$ cat config.mk
export PLATFORM = sky130hd
export DESIGN_NAME = alu_ram_seq
export DESIGN_NICKNAME = d
export VERILOG_FILES = /design/src/rtl/alu_ram_pkg.sv /design/src/rtl/alu_ram_seq_cmd_fifo.sv /design/src/rtl/alu_ram_seq.sv
export SDC_FILE = /design/constraint.sdc
export NUM_CORES = 1
export LEC_CHECK = 0
export ABC_AREA = 1
export BUFFER_PORTS_ARGS = -buffer_cell sky130_fd_sc_hd__buf_2
export CAP_MARGIN = 0
export CORE_UTILIZATION = 50
export CTS_BUF_LIST = sky130_fd_sc_hd__clkbuf_8
export DETAILED_ROUTE_END_ITERATION = 10
export GPL_TIMING_DRIVEN = 0
export PLACE_DENSITY = 0.82
export SLEW_MARGIN = 10
export SYNTH_ARGS = -nofsm -noshare
export SYNTH_HDL_FRONTEND = slang
export SYNTH_HIERARCHICAL = 1
export SYNTH_SLANG_ARGS = --single-unit
$ cat constraint.sdc
create_clock -name clk -period 2.5 [get_ports clk]
set_clock_uncertainty 0.05 [all_clocks]
set_input_delay 0.5 -clock clk [delete_from_list [all_inputs] [get_ports clk]]
set_output_delay 0.5 -clock clk [all_outputs]
set_load 0.005 [all_outputs]
$ cat src/rtl/alu_ram_pkg.sv
// alu_ram_pkg: shared definitions for the alu_ram command sequencer.
//   - default datapath widths (operand, RAM address, result word)
//   - sequencer FSM state encoding (3-bit)
//   - alu_ram opcode values
//   - helper returning the packed width of one queued command
package alu_ram_pkg;

  localparam int DEF_OP_W   = 8;
  localparam int DEF_ADDR_W = 4;
  localparam int DEF_RES_W  = 16;

  typedef enum logic [2:0] {
    ST_IDLE  = 3'd0,
    ST_LOAD  = 3'd1,
    ST_WRITE = 3'd2,
    ST_READ  = 3'd3,
    ST_CAPT  = 3'd4,
    ST_RESP  = 3'd5
  } seq_state_t;

  // Opcodes understood by alu_ram. The sequencer forwards them unchecked.
  typedef enum logic [3:0] {
    OPC_ADD = 4'b0000,
    OPC_SUB = 4'b0001,
    OPC_AND = 4'b0010,
    OPC_OR  = 4'b0011,
    OPC_XOR = 4'b0100,
    OPC_MUL = 4'b0101
  } alu_opc_t;

  // Queued command = {op1, op2, opcode, addr, rdback}.
  function automatic int cmd_entry_w(input int op_w, input int addr_w);
    return 2 * op_w + 4 + addr_w + 1;
  endfunction

endpackage

$ cat src/rtl/alu_ram_seq_cmd_fifo.sv
// seq_cmd_fifo: show-ahead synchronous FIFO for queued sequencer commands.
// Ports:
//   clk, rst      clock, asynchronous active-high reset (empties the queue)
//   push, din     write din when push and not full
//   pop           advance head when pop and not empty
//   dout          current head entry (valid whenever !empty)
//   full, empty   occupancy flags
module seq_cmd_fifo #(
  parameter int WIDTH = 8,
  parameter int DEPTH = 4
) (
  input  logic             clk,
  input  logic             rst,
  input  logic             push,
  input  logic [WIDTH-1:0] din,
  input  logic             pop,
  output logic [WIDTH-1:0] dout,
  output logic             full,
  output logic             empty
);

  localparam int PW = $clog2(DEPTH);
  localparam int CW = PW + 1;

  logic [WIDTH-1:0] mem_reg [DEPTH];
  logic [PW-1:0]    wr_ptr_reg;
  logic [PW-1:0]    rd_ptr_reg;
  logic [CW-1:0]    count_reg;
  logic             do_push;
  logic             do_pop;

  assign do_push = push && !full;
  assign do_pop  = pop && !empty;

  // DEPTH is a power of two, so the pointers wrap by plain overflow.
  always_ff @(posedge clk or posedge rst) begin
    if (rst) begin
      wr_ptr_reg <= '0;
      rd_ptr_reg <= '0;
      count_reg  <= '0;
    end else begin
      if (do_push) wr_ptr_reg <= wr_ptr_reg + 1'b1;
      if (do_pop)  rd_ptr_reg <= rd_ptr_reg + 1'b1;
      case ({do_push, do_pop})
        2'b10:   count_reg <= count_reg + 1'b1;
        2'b01:   count_reg <= count_reg - 1'b1;
        default: count_reg <= count_reg;
      endcase
    end
  end

  always_ff @(posedge clk) begin
    if (do_push) mem_reg[wr_ptr_reg] <= din;
  end

  assign dout  = mem_reg[rd_ptr_reg];
  assign empty = (count_reg == '0);
  assign full  = (count_reg == CW'(DEPTH));

endmodule

$ cat src/rtl/alu_ram_seq.sv
// alu_ram_seq: command sequencer in front of one alu_ram instance.
// Queues ALU commands, drives operands/opcode/address with a settling cycle,
// pulses the write strobe once per command and optionally reads the word
// back and returns it on a valid/ready response channel.
// Ports:
//   clk, rst                        clock, asynchronous active-high reset
//   cmd_valid/cmd_ready             command handshake
//   cmd_op1/op2/opcode/addr/rdback  command fields
//   rsp_valid/rsp_ready             response handshake
//   rsp_data, rsp_addr              read-back word and its address
//   busy                            queue non-empty or command in flight
//   ops_done                        completed RAM writes (wraps)
//   enb/wr/rd, oparand1/2, opcode,
//   address, address1               alu_ram control and data buses
//   ram_rdata                       alu_ram data_out1
module alu_ram_seq
  import alu_ram_pkg::*;
#(
  parameter int FIFO_DEPTH = 4,
  parameter int OP_W       = DEF_OP_W,
  parameter int ADDR_W     = DEF_ADDR_W,
  parameter int RES_W      = DEF_RES_W
) (
  input  logic              clk,
  input  logic              rst,
  input  logic              cmd_valid,
  output logic              cmd_ready,
  input  logic [OP_W-1:0]   cmd_op1,
  input  logic [OP_W-1:0]   cmd_op2,
  input  logic [3:0]        cmd_opcode,
  input  logic [ADDR_W-1:0] cmd_addr,
  input  logic              cmd_rdback,
  output logic              rsp_valid,
  input  logic              rsp_ready,
  output logic [RES_W-1:0]  rsp_data,
  output logic [ADDR_W-1:0] rsp_addr,
  output logic              busy,
  output logic [7:0]        ops_done,
  output logic              enb,
  output logic              wr,
  output logic              rd,
  output logic [OP_W-1:0]   oparand1,
  output logic [OP_W-1:0]   oparand2,
  output logic [3:0]        opcode,
  output logic [ADDR_W-1:0] address,
  output logic [ADDR_W-1:0] address1,
  input  logic [RES_W-1:0]  ram_rdata
);

  localparam int CMD_W = cmd_entry_w(OP_W, ADDR_W);

  logic [CMD_W-1:0]  push_word;
  logic [CMD_W-1:0]  head_word;
  logic              fifo_push;
  logic              fifo_pop;
  logic              fifo_full;
  logic              fifo_empty;

  logic [OP_W-1:0]   head_op1;
  logic [OP_W-1:0]   head_op2;
  logic [3:0]        head_opcode;
  logic [ADDR_W-1:0] head_addr;
  logic              head_rdback;

  seq_state_t        state_reg;
  logic              rdy_en_reg;
  logic [OP_W-1:0]   op1_reg;
  logic [OP_W-1:0]   op2_reg;
  logic [3:0]        opcode_reg;
  logic [ADDR_W-1:0] addr_reg;
  logic [ADDR_W-1:0] addr1_reg;
  logic              rdback_reg;
  logic [RES_W-1:0]  rsp_data_reg;
  logic [ADDR_W-1:0] rsp_addr_reg;
  logic [7:0]        ops_done_reg;

  assign push_word   = {cmd_op1, cmd_op2, cmd_opcode, cmd_addr, cmd_rdback};
  assign head_op1    = head_word[CMD_W-1 -: OP_W];
  assign head_op2    = head_word[CMD_W-1-OP_W -: OP_W];
  assign head_opcode = head_word[ADDR_W+1 +: 4];
  assign head_addr   = head_word[1 +: ADDR_W];
  assign head_rdback = head_word[0];

  // rdy_en_reg keeps cmd_ready low while in reset and releases it on the
  // first edge afterwards; the empty FIFO alone would report ready.
  assign cmd_ready = rdy_en_reg && !fifo_full;
  assign fifo_push = cmd_valid && cmd_ready;
  assign fifo_pop  = (state_reg == ST_IDLE) && !fifo_empty;

  seq_cmd_fifo #(
    .WIDTH (CMD_W),
    .DEPTH (FIFO_DEPTH)
  ) u_cmd_fifo (
    .clk   (clk),
    .rst   (rst),
    .push  (fifo_push),
    .din   (push_word),
    .pop   (fifo_pop),
    .dout  (head_word),
    .full  (fifo_full),
    .empty (fifo_empty)
  );

  // The head is latched onto the buses on the pop edge, so the whole LOAD
  // cycle is ALU settling time with the strobes low. Buses are only
  // reloaded on a pop and otherwise hold their last value.
  always_ff @(posedge clk or posedge rst) begin
    if (rst) begin
      state_reg    <= ST_IDLE;
      rdy_en_reg   <= 1'b0;
      op1_reg      <= '0;
      op2_reg      <= '0;
      opcode_reg   <= OPC_ADD;
      addr_reg     <= '0;
      addr1_reg    <= '0;
      rdback_reg   <= 1'b0;
      rsp_data_reg <= '0;
      rsp_addr_reg <= '0;
      ops_done_reg <= '0;
    end else begin
      rdy_en_reg <= 1'b1;
      case (state_reg)
        ST_IDLE: begin
          if (!fifo_empty) begin
            op1_reg    <= head_op1;
            op2_reg    <= head_op2;
            opcode_reg <= head_opcode;
            addr_reg   <= head_addr;
            addr1_reg  <= head_addr;
            rdback_reg <= head_rdback;
            state_reg  <= ST_LOAD;
          end
        end
        ST_LOAD:  state_reg <= ST_WRITE;
        ST_WRITE: begin
          ops_done_reg <= ops_done_reg + 8'd1;
          state_reg    <= rdback_reg ? ST_READ : ST_IDLE;
        end
        ST_READ:  state_reg <= ST_CAPT;
        ST_CAPT: begin
          // data_out1 was registered by alu_ram on the READ edge.
          rsp_data_reg <= ram_rdata;
          rsp_addr_reg <= addr1_reg;
          state_reg    <= ST_RESP;
        end
        ST_RESP: begin
          if (rsp_ready) state_reg <= ST_IDLE;
        end
        default: state_reg <= ST_IDLE;
      endcase
    end
  end

  // Moore strobes: WRITE and READ are distinct states, so wr and rd can
  // never be high together.
  assign wr        = (state_reg == ST_WRITE);
  assign rd        = (state_reg == ST_READ);
  assign enb       = wr || rd;
  assign rsp_valid = (state_reg == ST_RESP);
  assign busy      = !fifo_empty || (state_reg != ST_IDLE);

  assign oparand1  = op1_reg;
  assign oparand2  = op2_reg;
  assign opcode    = opcode_reg;
  assign address   = addr_reg;
  assign address1  = addr1_reg;
  assign rsp_data  = rsp_data_reg;
  assign rsp_addr  = rsp_addr_reg;
  assign ops_done  = ops_done_reg;

endmodule

==> results_dict.tcl <==
set metrics [dict create \
    static-leakage-power_nw 3.83 \
    synthesis.area_mm2 0.00688 \
    worstSetupPathType "flip-flop to flip-flop" \
    io_pins 107 \
    peakVddDrop_mv 0.784 \
    yosysWarningCount 6 \
    worstReg2RegEnd "u_cmd_fifo/mem_reg[0][11]" \
    finalHoldViolCount 0 \
    globalplace.congestion 0.760 \
    run_status "completed" \
    critical_path.max_fanout 25 \
    synth-seq-cells 164 \
    power.total_mw 9.43 \
    drt-initial-drc-count 409 \
    grt_antenna_before_repair 1 \
    critPathLaunchType "flip-flop" \
    r2r-start "u_cmd_fifo/count_reg[0]" \
    wl_um 14000 \
    synth.largest_area_cell "sky130_fd_sc_hd__edfxtp_1" \
    netSwitchingPower_mw 3.50 \
    reg2reg_setup_slack_ns 0.11 \
    synthesis.area_per_instance_um2 10.9 \
    synth_edf_count 100 \
    totalNegativeSetupSlack_ns 0 \
    n_fill_cell 1069 \
    drv_slew 0 \
    avgViaCountPerCell 5.01 \
    effective_utilization_at_floorplan_pct 51.6 \
    tritoncts.num_buffers 17 \
    unrepaired_setup_endpoints_after_global_routing "true" \
    max_ffs_per_register 100 \
    clk_pin_slew_ns 0.09 \
    cells_on_worst_hold_path 1 \
    reg2reg_depth 6 \
    drt-wirelength-per-cell_um 14.7 \
    layout_worst_path_cycle_share_pct 95.8 \
    core_region_area_mm2 0.0133 \
    antenna_violating_nets_post_route 0 \
    grt_max_degree 58 \
    cap_violations 0 \
    timing.final.setup_violations 0 \
    clk_root_buffer_cell "sky130_fd_sc_hd__clkbuf_8" \
    final_net_count 813 \
    area_of_the_multi_input_gates_mm2 0.00176 \
    switching_share_pct 37.1 \
    yosys-top-cells-area "sky130_fd_sc_hd__edfxtp_1, sky130_fd_sc_hd__dfrtp_1, sky130_fd_sc_hd__nand2_1" \
    die_y_um 119 \
    syn-num-nets 686 \
    ys.flop_type "sky130_fd_sc_hd__edfxtp_1" \
    groute.usage.overall_pct 20.8 \
    final_cell_area_mm2 0.00813 \
    cp_data_arrival_time_ns 2.42 \
    register_area_mm2 0.00460 \
    p_per_area_mw_per_mm2 1160 \
    area_growth_syn_to_layout_pct 18.1 \
    share_clk_of_total_power_pct 21.2 \
    synth_cell_types 27 \
    core.rowCount 42 \
    grt_pass1_wl_um 22100 \
    place_worst_setup_slack_ns -0.103 \
    post-synth-top-count-cell "sky130_fd_sc_hd__nand2_1" \
    whs_endpoint "u_cmd_fifo/mem_reg[0][22]" \
    drcViolationCount 0 \
    critPathRequiredTime_ns 2.53 \
    max_freq_ghz 0.418 \
    hp-start "cmd_op1[5]" \
    detailroute.via_count 4761 \
    die-area_mm2 0.0142 \
    seq_power_share_pct 41.3 \
    clkSinkCount 164 \
    clk-insertion-delay-late_ns 0.45 \
    worst_setup_path_end_kind "flip-flop" \
    p_int_mw 5.94 \
    clock_tree_from_tritoncts "built" \
    seq_area_frac_synth_pct 66.9 \
    overflow 0 \
    synth_common_cells "sky130_fd_sc_hd__nand2_1, sky130_fd_sc_hd__edfxtp_1, sky130_fd_sc_hd__inv_1, sky130_fd_sc_hd__dfrtp_1, sky130_fd_sc_hd__o211ai_1" \
    pwr-share-comb_pct 37.5 \
    timing_worst_slew_pin_value_ns 0.916 \
    layout_setup_ws_ns 0.106 \
    hold_class "input pin to flip-flop" \
    die-width_um 119 \
    ctsLongestPathBuffers 2 \
    synthDominantCellAreaShare_pct 43.6 \
    final_layout_size_suffix_gt1_share_pct 23.9 \
    number_of_global_route_vias_before_repair 4489 \
    place.detailed.hpwl_um 9090 \
    asyncSetResetFlopFracSynth_pct 39.0 \
    dr.pass1.iters 5 \
    portBuffers 106 \
    final.min_clock_period_ns 2.39 \
    ctsHtreeMaxLevel 4 \
    synth_cells 634 \
    placedInstanceArea_mm2 0.00766 \
    slew_headroom_pct 38.8 \
]
-- through the flow --
stage,utilization [%],hold WS [ns],cells
3_3_place_gp,57.2,0.399,916
5_1_grt,60.9,0.178,950
3_5_place_dp,57.4,0.404,916
6_report,60.9,0.206,951
2_1_floorplan,-,0.253,634
4_1_cts,60.7,0.177,949
-- layer usage --
metal  share of wire [%]  vias to the layer above  track usage [%]
met2                  48                      163             34.2
met4                 2.2                        0             9.45
met5                   0                        -                0
met1                  44                     2256             25.8
met3                 6.2                       23             5.70
li1                    -                     2319                -
-- what timing repair did --
item / 4_1_cts / 5_1_grt
hold buffers: 1 / 0
setup buffers: 0 / 1
setup endpoints to repair: 102 / 29
resized for setup: 3 / 5
pin swaps: 1 / 1
hold endpoints to repair: 7 / 0
-- power by group through the flow --
stage / logic [mW] / registers (mW) / clock network (mW)
after global routing: 3.96 / 3.97 / 2.15
after floorplan: 2.23 / 3.94 / 0
after global placement: 3.35 / 3.94 / 0
final: 3.54 / 3.90 / 2.00
after CTS: 3.51 / 3.90 / 2.04
after detailed placement: 3.48 / 3.95 / 0
-- logic make-up (layout without fill, tap and decap cells) --
group	after synthesis	count (layout)	share of synthesized area, %
xor+xnor	4	4	0.509
other cells	1	2	0.0545
fa+ha+maj	7	7	1.38
buf+inv	115	255	8.16
compound gates	55	55	5.98
simple gates	288	288	17.0
flops	164	164	66.9
-- worst max path at each step --
stage / start / end / depth (start not counted)
finish: u_cmd_fifo/count_reg[0] / u_cmd_fifo/mem_reg[0][11] / 6
global route: u_cmd_fifo/count_reg[1] / u_cmd_fifo/mem_reg[0][5] / 6
CTS: u_cmd_fifo/count_reg[0] / u_cmd_fifo/count_reg[2] / 16
detailed placement: u_cmd_fifo/count_reg[0] / u_cmd_fifo/mem_reg[0][17] / 6
global placement: u_cmd_fifo/count_reg[0] / u_cmd_fifo/mem_reg[0][9] / 6
floorplan: u_cmd_fifo/count_reg[0] / u_cmd_fifo/mem_reg[0][0] / 6
-- layout by cell type (no fill, tap or decap), types with 2 or more instances in the layout --
cell / instances
sky130_fd_sc_hd__inv_6: 3
sky130_fd_sc_hd__clkinvlp_4: 3
sky130_fd_sc_hd__edfxtp_1: 100
sky130_fd_sc_hd__clkbuf_8: 18
sky130_fd_sc_hd__buf_6: 12
sky130_fd_sc_hd__xnor2_1: 2
sky130_fd_sc_hd__nor2_4: 5
sky130_fd_sc_hd__nand3_1: 30
sky130_fd_sc_hd__nand2_1: 233
sky130_fd_sc_hd__o211ai_2: 2
sky130_fd_sc_hd__clkinv_2: 2
sky130_fd_sc_hd__inv_2: 6
sky130_fd_sc_hd__xor2_1: 2
sky130_fd_sc_hd__ha_1: 6
sky130_fd_sc_hd__dfrtp_1: 64
sky130_fd_sc_hd__buf_4: 6
sky130_fd_sc_hd__nand4_1: 2
sky130_fd_sc_hd__bufinv_16: 3
sky130_fd_sc_hd__clkbuf_1: 3
sky130_fd_sc_hd__nand3_4: 2
sky130_fd_sc_hd__inv_8: 3
sky130_fd_sc_hd__buf_2: 115
sky130_fd_sc_hd__nor2_1: 11
sky130_fd_sc_hd__o21ai_0: 4
sky130_fd_sc_hd__o211ai_1: 48
sky130_fd_sc_hd__inv_1: 78
-- worst max-delay path, cell delays in order (launching register included) --
cell and delay [ns]:
sky130_fd_sc_hd__dfrtp_1 0.39, sky130_fd_sc_hd__inv_2 0.07, sky130_fd_sc_hd__nand3_1 0.16, sky130_fd_sc_hd__inv_1 0.10, sky130_fd_sc_hd__nor3b_2 0.27, sky130_fd_sc_hd__nand2_2 0.23
sky130_fd_sc_hd__nor2_4 0.73
-- cell type report --
class	count	area share, %
Inverter	85	4.05
Clock inverter	14	2.15
Tap cell	176	2.71
Multi-Input combinational cell	355	21.6
Sequential cell	164	56.6
Buffer	30	3.00
Timing Repair Buffer	108	6.74
Antenna cell	1	0.0308
Clock buffer	18	3.05
Power figures use the tool's default switching activity.
